$ cat src/rtl/kb_pkg.sv
// Shared definitions for the keypad character source.
//   DATA_W      : width of one character on the serializer interface
//   ASCII_*     : base characters used by the nibble encoder
//   CODE_U      : switch code that maps to 'U' in decimal mode
//   tx_state_e  : transmit handshake states
package kb_pkg;

  localparam int          DATA_W  = 8;
  localparam logic [7:0]  ASCII_0 = 8'h30;
  localparam logic [7:0]  ASCII_A = 8'h41;
  localparam logic [7:0]  ASCII_U = 8'h55;
  localparam logic [3:0]  CODE_U  = 4'hF;

  typedef enum logic [1:0] {
    IDLE,
    START,
    BUSY
  } tx_state_e;

endpackage

$ cat src/rtl/keypad_tx_ctrl_sync_debounce.sv
// Button conditioner: 2-FF synchroniser, stability counter and edge pulses.
// The debounced level follows the synchronised input only after the input has
// disagreed with it for DEB_CYCLES consecutive cycles.
//   clk_i   : clock
//   rst_ni  : asynchronous active-low reset
//   btn_i   : raw asynchronous button
//   level_o : debounced level
//   rise_o  : one-cycle pulse in the first cycle level_o reads 1
//   fall_o  : one-cycle pulse in the first cycle level_o reads 0
module sync_debounce #(
  parameter int unsigned DEB_CYCLES = 100000
) (
  input  logic clk_i,
  input  logic rst_ni,
  input  logic btn_i,
  output logic level_o,
  output logic rise_o,
  output logic fall_o
);

  localparam int CW = $clog2(DEB_CYCLES + 1);

  logic          s1_q, s2_q;
  logic          level_q, level_d;
  logic          rise_q, fall_q;
  logic [CW-1:0] cnt_q, cnt_d;

  always_comb begin
    cnt_d   = '0;
    level_d = level_q;
    if (s2_q != level_q) begin
      if (cnt_q == CW'(DEB_CYCLES - 1)) level_d = s2_q;
      else                              cnt_d   = cnt_q + CW'(1);
    end
  end

  always_ff @(posedge clk_i or negedge rst_ni) begin
    if (!rst_ni) begin
      s1_q    <= 1'b0;
      s2_q    <= 1'b0;
      cnt_q   <= '0;
      level_q <= 1'b0;
      rise_q  <= 1'b0;
      fall_q  <= 1'b0;
    end else begin
      s1_q    <= btn_i;
      s2_q    <= s1_q;
      cnt_q   <= cnt_d;
      level_q <= level_d;
      rise_q  <= level_d & ~level_q;
      fall_q  <= ~level_d & level_q;
    end
  end

  assign level_o = level_q;
  assign rise_o  = rise_q;
  assign fall_o  = fall_q;

endmodule

$ cat src/rtl/keypad_tx_ctrl.sv
// Keypad character source for the UART serializer.
// A debounced button press (plus optional auto-repeat) samples the switch
// nibble, encodes it to ASCII, queues it in a small FIFO and hands it to the
// serializer over a start/busy handshake with a bounded wait for the ack.
//   sysclk     : clock
//   rst_n      : asynchronous active-low reset
//   sw         : switch nibble, asynchronous
//   btn        : raw send button, asynchronous, active-high
//   tx_busy    : serializer busy / ack
//   data       : character presented to the serializer
//   start      : transmit request
//   fifo_level : FIFO occupancy, 0..FIFO_DEPTH
//   overflow   : pulse, valid character dropped on a full FIFO
//   invalid    : pulse, event carried an unmapped code
//   tx_timeout : pulse, start abandoned after START_HOLD cycles without ack
module keypad_tx_ctrl
  import kb_pkg::*;
#(
  parameter int unsigned DEB_CYCLES    = 100000,
  parameter int unsigned HEX_MODE      = 0,
  parameter int unsigned REPEAT_EN     = 0,
  parameter int unsigned REPEAT_DELAY  = 50000000,
  parameter int unsigned REPEAT_PERIOD = 10000000,
  parameter int unsigned FIFO_DEPTH    = 8,
  parameter int unsigned START_HOLD    = 5702
) (
  input  logic                          sysclk,
  input  logic                          rst_n,
  input  logic [3:0]                    sw,
  input  logic                          btn,
  input  logic                          tx_busy,
  output logic [DATA_W-1:0]             data,
  output logic                          start,
  output logic [$clog2(FIFO_DEPTH):0]   fifo_level,
  output logic                          overflow,
  output logic                          invalid,
  output logic                          tx_timeout
);

  localparam int AW      = $clog2(FIFO_DEPTH);
  localparam int LW      = AW + 1;
  localparam int HW      = $clog2(START_HOLD + 1);
  localparam int RPT_MAX = (REPEAT_DELAY > REPEAT_PERIOD) ? REPEAT_DELAY : REPEAT_PERIOD;
  localparam int RW      = $clog2(RPT_MAX + 1);

  // {valid, character}
  function automatic logic [DATA_W:0] encode(input logic [3:0] code);
    logic [DATA_W:0] r;
    r = '0;
    if (code <= 4'd9)       r = {1'b1, ASCII_0 + {4'h0, code}};
    else if (HEX_MODE != 0) r = {1'b1, ASCII_A + {4'h0, code} - 8'd10};
    else if (code == CODE_U) r = {1'b1, ASCII_U};
    return r;
  endfunction

  logic            deb_level, deb_rise, deb_fall;
  logic [3:0]      sw_s1_q, sw_s2_q;
  logic [RW-1:0]   rpt_cnt_q, rpt_cnt_d;
  logic            rpt_first_q, rpt_first_d;
  logic            rpt_evt;
  logic            ev_p0;
  logic [DATA_W:0] enc_p0;
  logic            vld_p1, invalid_q;
  logic [DATA_W-1:0] char_p1;
  logic [DATA_W-1:0] mem_q [FIFO_DEPTH];
  logic [AW-1:0]   wr_ptr_q, rd_ptr_q;
  logic [LW-1:0]   level_q, level_d;
  logic            fifo_full, fifo_empty, push_ok, pop, overflow_q;
  tx_state_e       state_q, state_d;
  logic [HW-1:0]   hold_q, hold_d;
  logic            start_q, start_d, tmo_q, tmo_d;
  logic [DATA_W-1:0] data_q, data_d;

  sync_debounce #(
    .DEB_CYCLES (DEB_CYCLES)
  ) u_btn (
    .clk_i   (sysclk),
    .rst_ni  (rst_n),
    .btn_i   (btn),
    .level_o (deb_level),
    .rise_o  (deb_rise),
    .fall_o  (deb_fall)
  );

  always_ff @(posedge sysclk or negedge rst_n) begin
    if (!rst_n) begin
      sw_s1_q <= '0;
      sw_s2_q <= '0;
    end else begin
      sw_s1_q <= sw;
      sw_s2_q <= sw_s1_q;
    end
  end

  // rpt_cnt_q holds the number of cycles since the last event while held.
  always_comb begin
    rpt_evt     = 1'b0;
    rpt_cnt_d   = rpt_cnt_q;
    rpt_first_d = rpt_first_q;
    if (REPEAT_EN != 0) begin
      if (deb_rise) begin
        rpt_cnt_d   = RW'(1);
        rpt_first_d = 1'b1;
      end else if (deb_fall) begin
        rpt_cnt_d   = '0;
        rpt_first_d = 1'b1;
      end else if (deb_level) begin
        if (rpt_cnt_q == (rpt_first_q ? RW'(REPEAT_DELAY) : RW'(REPEAT_PERIOD))) begin
          rpt_evt     = 1'b1;
          rpt_cnt_d   = RW'(1);
          rpt_first_d = 1'b0;
        end else begin
          rpt_cnt_d = rpt_cnt_q + RW'(1);
        end
      end
    end
  end

  always_ff @(posedge sysclk or negedge rst_n) begin
    if (!rst_n) begin
      rpt_cnt_q   <= '0;
      rpt_first_q <= 1'b1;
    end else begin
      rpt_cnt_q   <= rpt_cnt_d;
      rpt_first_q <= rpt_first_d;
    end
  end

  // ---- stage p0: event cycle, switch sampled and encoded ----
  assign ev_p0  = deb_rise | rpt_evt;
  assign enc_p0 = encode(sw_s2_q);

  always_ff @(posedge sysclk or negedge rst_n) begin
    if (!rst_n) begin
      vld_p1    <= 1'b0;
      invalid_q <= 1'b0;
    end else begin
      vld_p1    <= ev_p0 & enc_p0[DATA_W];
      invalid_q <= ev_p0 & ~enc_p0[DATA_W];
    end
  end

  always_ff @(posedge sysclk) begin
    char_p1 <= enc_p0[DATA_W-1:0];
  end

  // ---- stage p1: push into FIFO ----
  assign fifo_full  = (level_q == LW'(FIFO_DEPTH));
  assign fifo_empty = (level_q == '0);
  assign push_ok    = vld_p1 & ~fifo_full;

  always_comb begin
    case ({push_ok, pop})
      2'b10:   level_d = level_q + LW'(1);
      2'b01:   level_d = level_q - LW'(1);
      default: level_d = level_q;
    endcase
  end

  always_ff @(posedge sysclk) begin
    if (push_ok) mem_q[wr_ptr_q] <= char_p1;
  end

  always_ff @(posedge sysclk or negedge rst_n) begin
    if (!rst_n) begin
      wr_ptr_q   <= '0;
      rd_ptr_q   <= '0;
      level_q    <= '0;
      overflow_q <= 1'b0;
    end else begin
      if (push_ok) wr_ptr_q <= wr_ptr_q + AW'(1);
      if (pop)     rd_ptr_q <= rd_ptr_q + AW'(1);
      level_q    <= level_d;
      overflow_q <= vld_p1 & fifo_full;
    end
  end

  // ---- stage p2: pop and launch to serializer ----
  always_comb begin
    state_d = state_q;
    hold_d  = hold_q;
    start_d = start_q;
    data_d  = data_q;
    tmo_d   = 1'b0;
    pop     = 1'b0;
    case (state_q)
      IDLE: begin
        if (!fifo_empty && !tx_busy) begin
          pop     = 1'b1;
          data_d  = mem_q[rd_ptr_q];
          start_d = 1'b1;
          hold_d  = '0;
          state_d = START;
        end
      end
      START: begin
        if (tx_busy) begin
          start_d = 1'b0;
          state_d = BUSY;
        end else if (hold_q == HW'(START_HOLD - 1)) begin
          // No ack in time: the character is dropped, not retried.
          start_d = 1'b0;
          tmo_d   = 1'b1;
          state_d = IDLE;
        end else begin
          hold_d = hold_q + HW'(1);
        end
      end
      BUSY: begin
        if (!tx_busy) state_d = IDLE;
      end
      default: state_d = IDLE;
    endcase
  end

  always_ff @(posedge sysclk or negedge rst_n) begin
    if (!rst_n) begin
      state_q <= IDLE;
      hold_q  <= '0;
      start_q <= 1'b0;
      tmo_q   <= 1'b0;
      data_q  <= '0;
    end else begin
      state_q <= state_d;
      hold_q  <= hold_d;
      start_q <= start_d;
      tmo_q   <= tmo_d;
      data_q  <= data_d;
    end
  end

  assign data       = data_q;
  assign start      = start_q;
  assign fifo_level = level_q;
  assign overflow   = overflow_q;
  assign invalid    = invalid_q;
  assign tx_timeout = tmo_q;

endmodule

$ cat config.mk
export PLATFORM = sky130hd
export DESIGN_NAME = keypad_tx_ctrl
export DESIGN_NICKNAME = d
export VERILOG_FILES = /design/src/rtl/kb_pkg.sv /design/src/rtl/keypad_tx_ctrl_sync_debounce.sv /design/src/rtl/keypad_tx_ctrl.sv
export SDC_FILE = /design/constraint.sdc
export NUM_CORES = 1
export LEC_CHECK = 0
export ABC_AREA = 1
export CELL_PAD_IN_SITES_DETAIL_PLACEMENT = 1
export CELL_PAD_IN_SITES_GLOBAL_PLACEMENT = 2
export CORE_AREA = 2 2 120 122
export DETAILED_ROUTE_END_ITERATION = 10
export DIE_AREA = 0 0 122 124
export PLACE_DENSITY = 0.95
export SYNTH_ARGS = -nofsm -noshare
export SYNTH_HDL_FRONTEND = slang
export SYNTH_SLANG_ARGS = --single-unit
$ cat constraint.sdc
create_clock -name sysclk -period 3.1 [get_ports sysclk]
set_input_delay 0.62 -clock sysclk [delete_from_list [all_inputs] [get_ports sysclk]]
set_output_delay 0.62 -clock sysclk [all_outputs]
set_load 0.02 [all_outputs]
## Yosys cells after proc, flatten, opt, wreduce, memory -nomap -nowiden

Memory sizes are Yosys's and may differ from the RTL's. A register that Yosys moved wholly into a read port is not among the register bits.
Index checks and enable logic that the tools add are counted.
W data, S select, Z words.

- $lt $le $gt $ge: 1
- Equal/unequal tests: 14
- Multiplexer cells: 27
- Bitwise logic cells: 8
- Reduce and logical (&&, ||, !) cells: 12
- $add $sub $neg: 7

Operators with widths:

| operator | count |
|---|---|
| $mux W13 | 3 |
| $mux W17 | 2 |
| $pmux W13 S2 | 1 |
| $mux W9 | 2 |
| $add A17 B1 Y17 const B | 1 |
| $eq A17 B17 Y1 const B | 1 |
| $add A13 B1 Y13 const B | 1 |
| $eq A13 B13 Y1 const B | 1 |
| $mux W1 | 12 |
| $eq A4 B4 Y1 const B | 2 |
| $mux W2 | 4 |
| $ne A2 B2 Y1 const B | 4 |
| $pmux W4 S2 | 1 |
| $add A6 B4 Y7 const A | 1 |
| $add A3 B1 Y3 const B | 2 |
| $pmux W2 S3 | 1 |
| $reduce_and A3 Y1 | 2 |
| $and A1 B1 Y1 | 5 |
| $add A4 B1 Y4 const B | 1 |
| $eq A2 B1 Y1 const B | 2 |
| $eq A2 B2 Y1 const B | 2 |
| $le A4 B4 Y1 const B | 1 |
| $logic_not A4 Y1 | 1 |
| $reduce_and A4 Y1 | 1 |
| other kinds (10) | 15 |

- Output and inout bits: 16
- Logic and storage cells: 88
- Flip-flop bits (word level): 67
- Bits in writable memories: 64
- Memories: 1

Memory list:

| name | words | width | read ports | clocked after memory_dff | write ports | RTL line | text |
|---|---|---|---|---|---|---|---|
| mem_q | 8 | 8 | 1 | 1 | 1 | keypad_tx_ctrl.sv:65 | `logic [DATA_W-1:0] mem_q [FIFO_DEPTH];` |

## Logic depth before layout (Yosys ltp)

Gate-level depths: netlist of the first run.

- Depth after elaboration: 7
- Mapped depth: 14
- Mapped depth without buffers: 13

## Modules after synthesis

Synthesis of the first run repeated with hierarchy kept, for this count alone.

- Cells, all modules: 592
- Area, all modules: 5,744.3 um^2

By module, submodules not included:

| module | cells each | instances | area an instance (um^2) |
|---|---|---|---|
| keypad_tx_ctrl | 432 | 1 | 4,556.9 |
| sync_debounce | 160 | 1 | 1,187.4 |

## Worst setup path after synthesis of the first run

Ideal clock, no wire load.

- Path kind: input -> register
- Start point: input tx_busy
- End point: register level_q[2] (netlist: fifo_level[2])
- Stages: 12
- Library setup time: 0.129 ns
- Path buffers: 1
- Arrival time: 1.985 ns
- Data required time: 2.971 ns
- Setup slack: 0.985 ns
- Cell sequence: inv_1 > nand3_4 > inv_1 > buf_2 > ha_1 > nand2_1 > inv_1 > nor2_1 > ha_1 > a21oi_1 > xor2_1 > o21ai_0

- Word-level cells in the longest chain between the ends: 6
- Elaborated cells on any way between the ends: 8
- Those cells by class: eq/ne (2); mux (3); reduce/logical (3)

Ends and longest elaborated chain:

| item | RTL line | text |
|---|---|---|
| start: declaration | keypad_tx_ctrl.sv:31 | `input logic tx_busy,` |
| $logic_not A1 Y1 (*) | n/a |  |
| $logic_and A1 B1 Y1 (*) | keypad_tx_ctrl.sv:188 | `if (!fifo_empty && !tx_busy) begin` |
| $mux W1 (*) | keypad_tx_ctrl.sv:188 |  |
| $mux W1 (*) | keypad_tx_ctrl.sv:186 | `case (state_q)` |
| net pop | keypad_tx_ctrl.sv:68 | `logic fifo_full, fifo_empty, push_ok, pop, overflow_q;` |
| $eq A2 B1 Y1 or $eq A2 B2 Y1 (tied branches) | keypad_tx_ctrl.sv:153 | `case ({push_ok, pop})` |
| $pmux W4 S2 or $reduce_bool A2 Y1 (tied branches) | n/a |  |
| end signal: assignment | keypad_tx_ctrl.sv:173 | `level_q <= level_d;` |
| end: declaration | keypad_tx_ctrl.sv:67 | `logic [LW-1:0] level_q, level_d;` |

The timed path passes the listed nets; every way through them passes the cells marked *.
A chain may end at the register's enable or synchronous reset.

## Worst setup path in the final report of the first run

- Start point: input tx_busy
- End point: register level_q[2] (netlist: fifo_level[2])

- Word-level cells in the longest chain between the ends: 6
- Elaborated cells on any way between the ends: 8
- Those cells by class: eq/ne (2); mux (3); reduce/logical (3)

Ends and longest elaborated chain:

| item | RTL line |
|---|---|
| $logic_not A1 Y1 (*) | n/a |
| $logic_and A1 B1 Y1 (*) | keypad_tx_ctrl.sv:188 |
| $mux W1 (*) | keypad_tx_ctrl.sv:188 |
| $mux W1 (*) | keypad_tx_ctrl.sv:186 |
| $eq A2 B1 Y1 or $eq A2 B2 Y1 (tied branches) | keypad_tx_ctrl.sv:153 |
| $pmux W4 S2 or $reduce_bool A2 Y1 (tied branches) | n/a |

Every way passes the cells marked *; elsewhere a longest branch is shown, timed or not.

==> impl_metrics.csv, run 1 <==
group,metric,value,unit
worst_setup_path,path_depth,12,
yosys,ys_types,35,
yosys,synth_seq_area_share,61.1,%
clock_network,ctsResizeCount,0,
yosys,yosys_warnings,0,
drt,vias,4192,
global_routing,grt_pass1_vias,4447,
global_routing,grt_max_degree,67,
worst_setup_path,path_class,"in2reg",
clock_network,cts_buffers,17,
place,port_buffers,22,
worst_setup_path,cp.arrival,2.58,ns
power,p_int,3.62,mW
clock_network,cts-htree-levels,4,
floorplan,die_h,124,µm
worst_setup_path,critPathCapture,"fifo_level[2]$_DFFE_PN0P_",
yosys,synth_flop_cell,"dfrtp_1",
worst_setup_path,r2r_cells,5,
run_status,outcome,"completed",
power,ir_drop,455,µV
power,p_clk_share,35.8,%
yosys,syn_avg_cell_area,9.49,µm²
power,power_leakage,2.67,nW
worst_setup_path,cp_slowest_cell,"clkdlybuf4s50_1",
timing,finalHoldViolCount,0,
clock_network,cts_tree,"yes",
yosys,async_flop_share,51.2,%
global_routing,grt_antenna_before_repair,0,
worst_setup_path,cp-end-kind,"flop",
final_layout,finalNonFillerCells,823,
worst_setup_path,cp_cell_sequence,"clkdlybuf4s50_1, inv_1, nand3_4, inv_1, ha_1, nand2_1, inv_1, nor2_1, ha_1, a21oi_1, xor2_1, o21ai_0",
clock_network,clock_latency,0.42,ns
timing,min_period_over_period,74.1,%
global_routing,grt_first_pass_wirelength,22400,µm
drt,drc,0,
min_path,hp-start,"sw_s1_q[0]$_DFF_PN0_",
worst_setup_path,r2r_slack,0.87,ns
floorplan,pin_count,24,
clock_network,cts_buffer_depth,2,
yosys,ys_ff_latch,129,
final_layout,n_antenna_cell,0,
yosys,syn_nets,615,
drt,viasPerCell,5.09,
drt,ant_nets,0,
yosys,syn-cell-area,0.00568,mm²
power,powerDensity,815,mW/mm²
global_routing,overflow,0,
clock_network,postCtsSetupRepairBufs,0,
timing,finClkSkew,0.00881,ns
final_layout,layout-drive-gt1-share,8.09,%
floorplan,start_util,41.4,%
worst_setup_path,critPathRequiredTime,3.39,ns
worst_setup_path,r2r-end,"mem_q[6][0]$_DFFE_PP_",
place,gp_congestion,0.832,
worst_setup_path,worst-path-max-fanout,4,
drt,drtIter0Drc,204,
worst_setup_path,path_buf_inv,4,
final_layout,stdcell_area,0.00665,mm²
flow_run,max_cap_viol_count,0,
floorplan,core,0.0137,mm²
min_path,hold_path.class,"reg2reg",
clock_network,root_buffer,"clkbuf_16",
timing,period_needed,2.30,ns
floorplan,die_area,0.0151,mm²
place,dpl-instance-area,0.00607,mm²
worst_setup_path,cp_top_family,"buffers and inverters",
final_layout,area_growth,17.0,%
worst_setup_path,reg2reg_from,"fifo_level[1]$_DFFE_PN0P_",
final_layout,fill_cells,1573,
timing,max_slew_margin,43.0,%
worst_setup_path,cp-start-kind,"input pin",
floorplan,die_w,122,µm
timing,slew_violations,0,
place,hpwl,8760,µm
timing,fin_setup_tns,0,ns
power,power_switching,1.80,mW
worst_setup_path,critPathMaxStageDelay,0.50,ns
place,dpl.cell_count,791,
power,power_frac_seq,38.5,%
clock_network,hold_buffers,0,
final_layout,final_net_count,646,
yosys,synth_edf_count,56,
drt,firstDrtPassIters,4,
timing,worst_pin_slew,0.855,ns
global_routing,grt.total_usage,19.5,%
timing,setup_viol,0,
power,sw_frac_of_total,33.1,%
worst_setup_path,startpoint,"tx_busy",
timing,clock.fmax,435,MHz
power,pwr-share-comb,25.7,%
timing,rsz0062_at_grt,"no",
clock_network,cts.sinks,129,
floorplan,rows,43,
clock_network,clkSlewWorstSetupHoldPaths,0.06,ns
yosys,synthCells,599,
worst_setup_path,worst_path_most_repeated_cell,"inv_1",
drt,avgRoutedWirePerCell,16.1,µm
drt,wl,13300,µm
==> power groups by stage <==
stage / combinational (mW) / clock, mW / sequential (mW)
after global placement: 1.31 / 0 / 2.11
after floorplan: 0.861 / 0 / 2.16
final: 1.39 / 1.94 / 2.09
after detailed placement: 1.38 / 0 / 2.12
after CTS: 1.41 / 1.98 / 2.09
after global routing: 1.57 / 2.04 / 2.11
==> Yosys cell counts, drive strengths merged, types with 8 or more instances <==
master,instances,area (µm²)
nand3,50,268
dfrtp,66,1650
ha,8,100
inv,50,190
nand2,123,479
a21oi,15,75.1
xor2,9,78.8
edfxtp,56,1680
nor2,129,507
o21ai,35,175
nor3,11,60.1
buf,12,83.8
==> flip-flops by register name, indices dropped and copies added (netlist names), 2 cells and up <==
register,cells
mem_q,56
u_btn.cnt_q,17
hold_q,13
char_p1,7
data,7
fifo_level,4
sw_s1_q,4
sw_s2_q,4
rd_ptr_q,3
wr_ptr_q,3
state_q,2
==> kinds of logic after synthesis <==
family	after synthesis	share of synthesized area [%]
flops	129	61.1
xor+xnor	13	2.14
buf+inv	67	5.15
compound gates	59	5.59
other cells	1	0.0660
fa+ha+maj	8	1.76
simple gates	322	24.2
==> layer usage <==
layer,GRT usage (%),vias to the layer above,share of wire [%]
met5,0,-,0
met4,8.48,0,2.2
met3,4.49,28,3.1
met2,33.4,65,50
met1,23.6,2084,45
li1,-,2015,-
==> worst register-to-register path, cell delays in order, from the launching register on <==
cell and delay, ns:
dfrtp_1 0.45, nor2_1 0.10, nand3_1 0.15, nand2_1 0.18, or2_2 0.37, nor2_1 0.62
==> layout by cell type, fill, tap and decap left out, types with 9 or more instances in the layout <==
| master | instances |
|---|---|
| dfrtp_1 | 66 |
| clkbuf_16 | 19 |
| nor3_1 | 10 |
| edfxtp_1 | 56 |
| a21oi_1 | 15 |
| xor2_1 | 9 |
| o21ai_0 | 35 |
| inv_1 | 47 |
| clkdlybuf4s50_1 | 21 |
| nand3_1 | 48 |
| nor2_1 | 126 |
| nand2_1 | 120 |
==> worst min path at each step <==
stage	to	slack, ns	cells past startpoint
final	sw_s2_q[0]$_DFF_PN0_	0.35	0
after global placement	sw_s2_q[2]$_DFF_PN0_	0.33	0
after detailed placement	sw_s2_q[0]$_DFF_PN0_	0.34	0
after CTS	sw_s2_q[0]$_DFF_PN0_	0.35	0
after global routing	sw_s2_q[0]$_DFF_PN0_	0.35	0
after floorplan	data[0]$_DFFE_PN0P_	0.32	0
==> through the flow <==
step | utilization, % | power [mW] | hold slack [ns] | setup WS (ns)
floorplan | - | 3.02 | 0.324 | 0.985
global placement | 44.2 | 3.42 | 0.331 | 0.594
detailed placement | 44.2 | 3.50 | 0.338 | 0.471
CTS | 48.5 | 5.47 | 0.351 | 0.832
global route | 48.5 | 5.72 | 0.354 | 0.630
finish | 48.5 | 5.42 | 0.348 | 0.803
==> layout make-up <==
class | instances | area, µm² | area share [%]
Clock buffer | 22 | 497 | 7.47
Multi-Input combinational cell | 403 | 1920 | 28.8
Inverter | 51 | 194 | 2.92
Tap cell | 180 | 225 | 3.39
Timing Repair Buffer | 28 | 260 | 3.91
Clock inverter | 10 | 82.6 | 1.24
Sequential cell | 129 | 3470 | 52.2
Power figures use the tool's default switching activity.
==> run 2: changes to the inputs <==
- CORE_AREA: 2 2 120 122 -> 2 2 131 133
- DIE_AREA: 0 0 122 124 -> 0 0 133 135
- PLACE_DENSITY: 0.95 -> 0.86
- clock period: 3.1 -> 1.95 ns (I/O delays scaled with it)
==> impl_metrics.csv, run 2 (synthesis gave the netlist of run 1 again) <==
group,metric,value,unit
global_routing,grt_first_pass_wirelength,23200,µm
final_layout,final_cell_mix,"nor2_1 (123), nand2_1 (118), dfrtp_1 (62), edfxtp_1 (56)",
worst_setup_path,critPathRequiredTime,1.56,ns
worst_setup_path,cp-start-kind,"flop",
clock_network,clock_latency,0.42,ns
drt,drc,0,
clock_network,cts_buffer_depth,2,
floorplan,pin_count,24,
floorplan,die_h,135,µm
clock_network,root_buffer,"clkbuf_16",
drt,avgRoutedWirePerCell,15.5,µm
global_routing,grt_antenna_before_repair,0,
timing,finalHoldViolCount,0,
drt,drtIter0Drc,256,
worst_setup_path,cp-end-kind,"output pin",
floorplan,die_area,0.0180,mm²
place,hpwl,9510,µm
worst_setup_path,cp.arrival,1.48,ns
final_layout,utilization,42.0,%
power,ir_drop,753,µV
clock_network,cts-htree-levels,4,
worst_setup_path,r2r_cells,11,
final_layout,largestRegisters,"mem_q: 56 flops, u_btn.cnt_q: 17 flops, hold_q: 13 flops",
clock_network,clkSlewWorstSetupHoldPaths,0.06,ns
flow_run,max_cap_viol_count,0,
final_layout,final_net_count,668,
drt,vias,4170,
final_layout,top_register,"mem_q",
final_layout,largest_reg_flops,56,
worst_setup_path,critPathCapture,"fifo_level[2]",
timing,period_needed,1.87,ns
power,powerDensity,1260,mW/mm²
place,gp_congestion,0.821,
timing,finClkSkew,0.00889,ns
global_routing,grt_max_degree,39,
worst_setup_path,path_depth,1,
global_routing,grt.total_usage,16.6,%
min_path,hold_path.class,"reg2reg",
timing,clock.fmax,533,MHz
worst_setup_path,r2r_slack,0.12,ns
drt,wl,13700,µm
drt,viasPerCell,4.71,
worst_setup_path,cp_cell_sequence,"clkdlybuf4s50_1",
floorplan,die_w,133,µm
timing,fin_hold_ws,0.351,ns
final_layout,seq_area,0.00348,mm²
global_routing,grt_pass1_vias,4580,
worst_setup_path,reg2reg_from,"fifo_level[3]$_DFFE_PN0P_",
worst_setup_path,cp_top_family,"buffers and inverters",
power,power_leakage,2.76,nW
place,port_buffers,22,
final_layout,fill_cells,1865,
timing,fin_setup_tns,0,ns
timing,max_slew_margin,66.0,%
place,place_ws,-0.310,ns
final_layout,n_antenna_cell,0,
floorplan,rows,47,
clock_network,cts_tree,"yes",
final_layout,layout-drive-gt1-share,12.8,%
floorplan,core,0.0164,mm²
worst_setup_path,startpoint,"fifo_level[2]$_DFFE_PN0P_",
floorplan,start_util,34.6,%
timing,slew_violations,0,
place,dpl-instance-area,0.00629,mm²
clock_network,cts.sinks,129,
final_layout,multi_input_area,0.00195,mm²
run_status,outcome,"completed",
final_layout,layout_commonest_cell,"nor2_1",
drt,firstDrtPassIters,4,
timing,setup_viol,0,
worst_setup_path,cp_slowest_cell,"clkdlybuf4s50_1",
clock_network,cts_buffers,17,
final_layout,area_growth,21.3,%
timing,min_period_over_period,96.1,%
worst_setup_path,worst-path-max-fanout,6,
global_routing,overflow,0,
timing,rsz0062_at_grt,"no",
drt,ant_nets,0,
worst_setup_path,critPathMaxStageDelay,0.65,ns
worst_setup_path,path_buf_inv,1,
timing,fin_ws,0.0753,ns
worst_setup_path,r2r-end,"fifo_level[2]$_DFFE_PN0P_",
timing,worst_pin_slew,0.510,ns
worst_setup_path,path_class,"reg2out",
final_layout,stdcell_area,0.00689,mm²
## run 2: worst min path at each step
stage / cells past startpoint / startpoint / slack, ns / endpoint
after floorplan: 0 / rst_n / 0.09 / data[0]$_DFFE_PN0P_
after global placement: 0 / sw_s1_q[2]$_DFF_PN0_ / 0.34 / sw_s2_q[2]$_DFF_PN0_
after detailed placement: 0 / sw_s1_q[2]$_DFF_PN0_ / 0.34 / sw_s2_q[2]$_DFF_PN0_
after CTS: 0 / sw_s1_q[2]$_DFF_PN0_ / 0.35 / sw_s2_q[2]$_DFF_PN0_
after global routing: 0 / sw_s1_q[2]$_DFF_PN0_ / 0.37 / sw_s2_q[2]$_DFF_PN0_
final: 0 / sw_s1_q[0]$_DFF_PN0_ / 0.35 / sw_s2_q[0]$_DFF_PN0_
## run 2: report_power, final
group          switching (mW)  total [mW]  internal (mW)
sequential              0.222        3.29           3.07
combinational            1.53        2.42          0.892
clock                    1.24        2.96           1.72
total                    2.99        8.67           5.69
## run 2: cell type report
| class | instances | share of cell area, % |
|---|---|---|
| Sequential cell | 129 | 50.5 |
| Multi-Input combinational cell | 403 | 28.3 |
| Clock buffer | 20 | 6.64 |
| Timing Repair Buffer | 50 | 6.35 |
| Tap cell | 220 | 3.99 |
| Inverter | 51 | 2.81 |
| Clock inverter | 12 | 1.40 |
## run 2: per-layer routing
| metal | up-vias | part of all wire, % | global-route usage [%] |
|---|---|---|---|
| met2 | 42 | 49 | 28.3 |
| met5 | - | 0 | 0 |
| met3 | 14 | 2.6 | 4.28 |
| li1 | 2063 | - | - |
| met4 | 0 | 1.5 | 5.50 |
| met1 | 2051 | 46 | 20.8 |
## run 2: what timing repair did
item	4_1_cts	5_1_grt
gates resized for setup	3	6
endpoints found under the hold margin	17	0
buffers inserted	0	2
hold buffers	1	0
setup endpoints to repair	3	1
## run 2: stage by stage
step / power [mW] / cells
global placement: 5.62 / 850
CTS: 8.72 / 883
global route: 9.20 / 885
floorplan: 4.83 / 599
finish: 8.67 / 885
detailed placement: 5.71 / 850
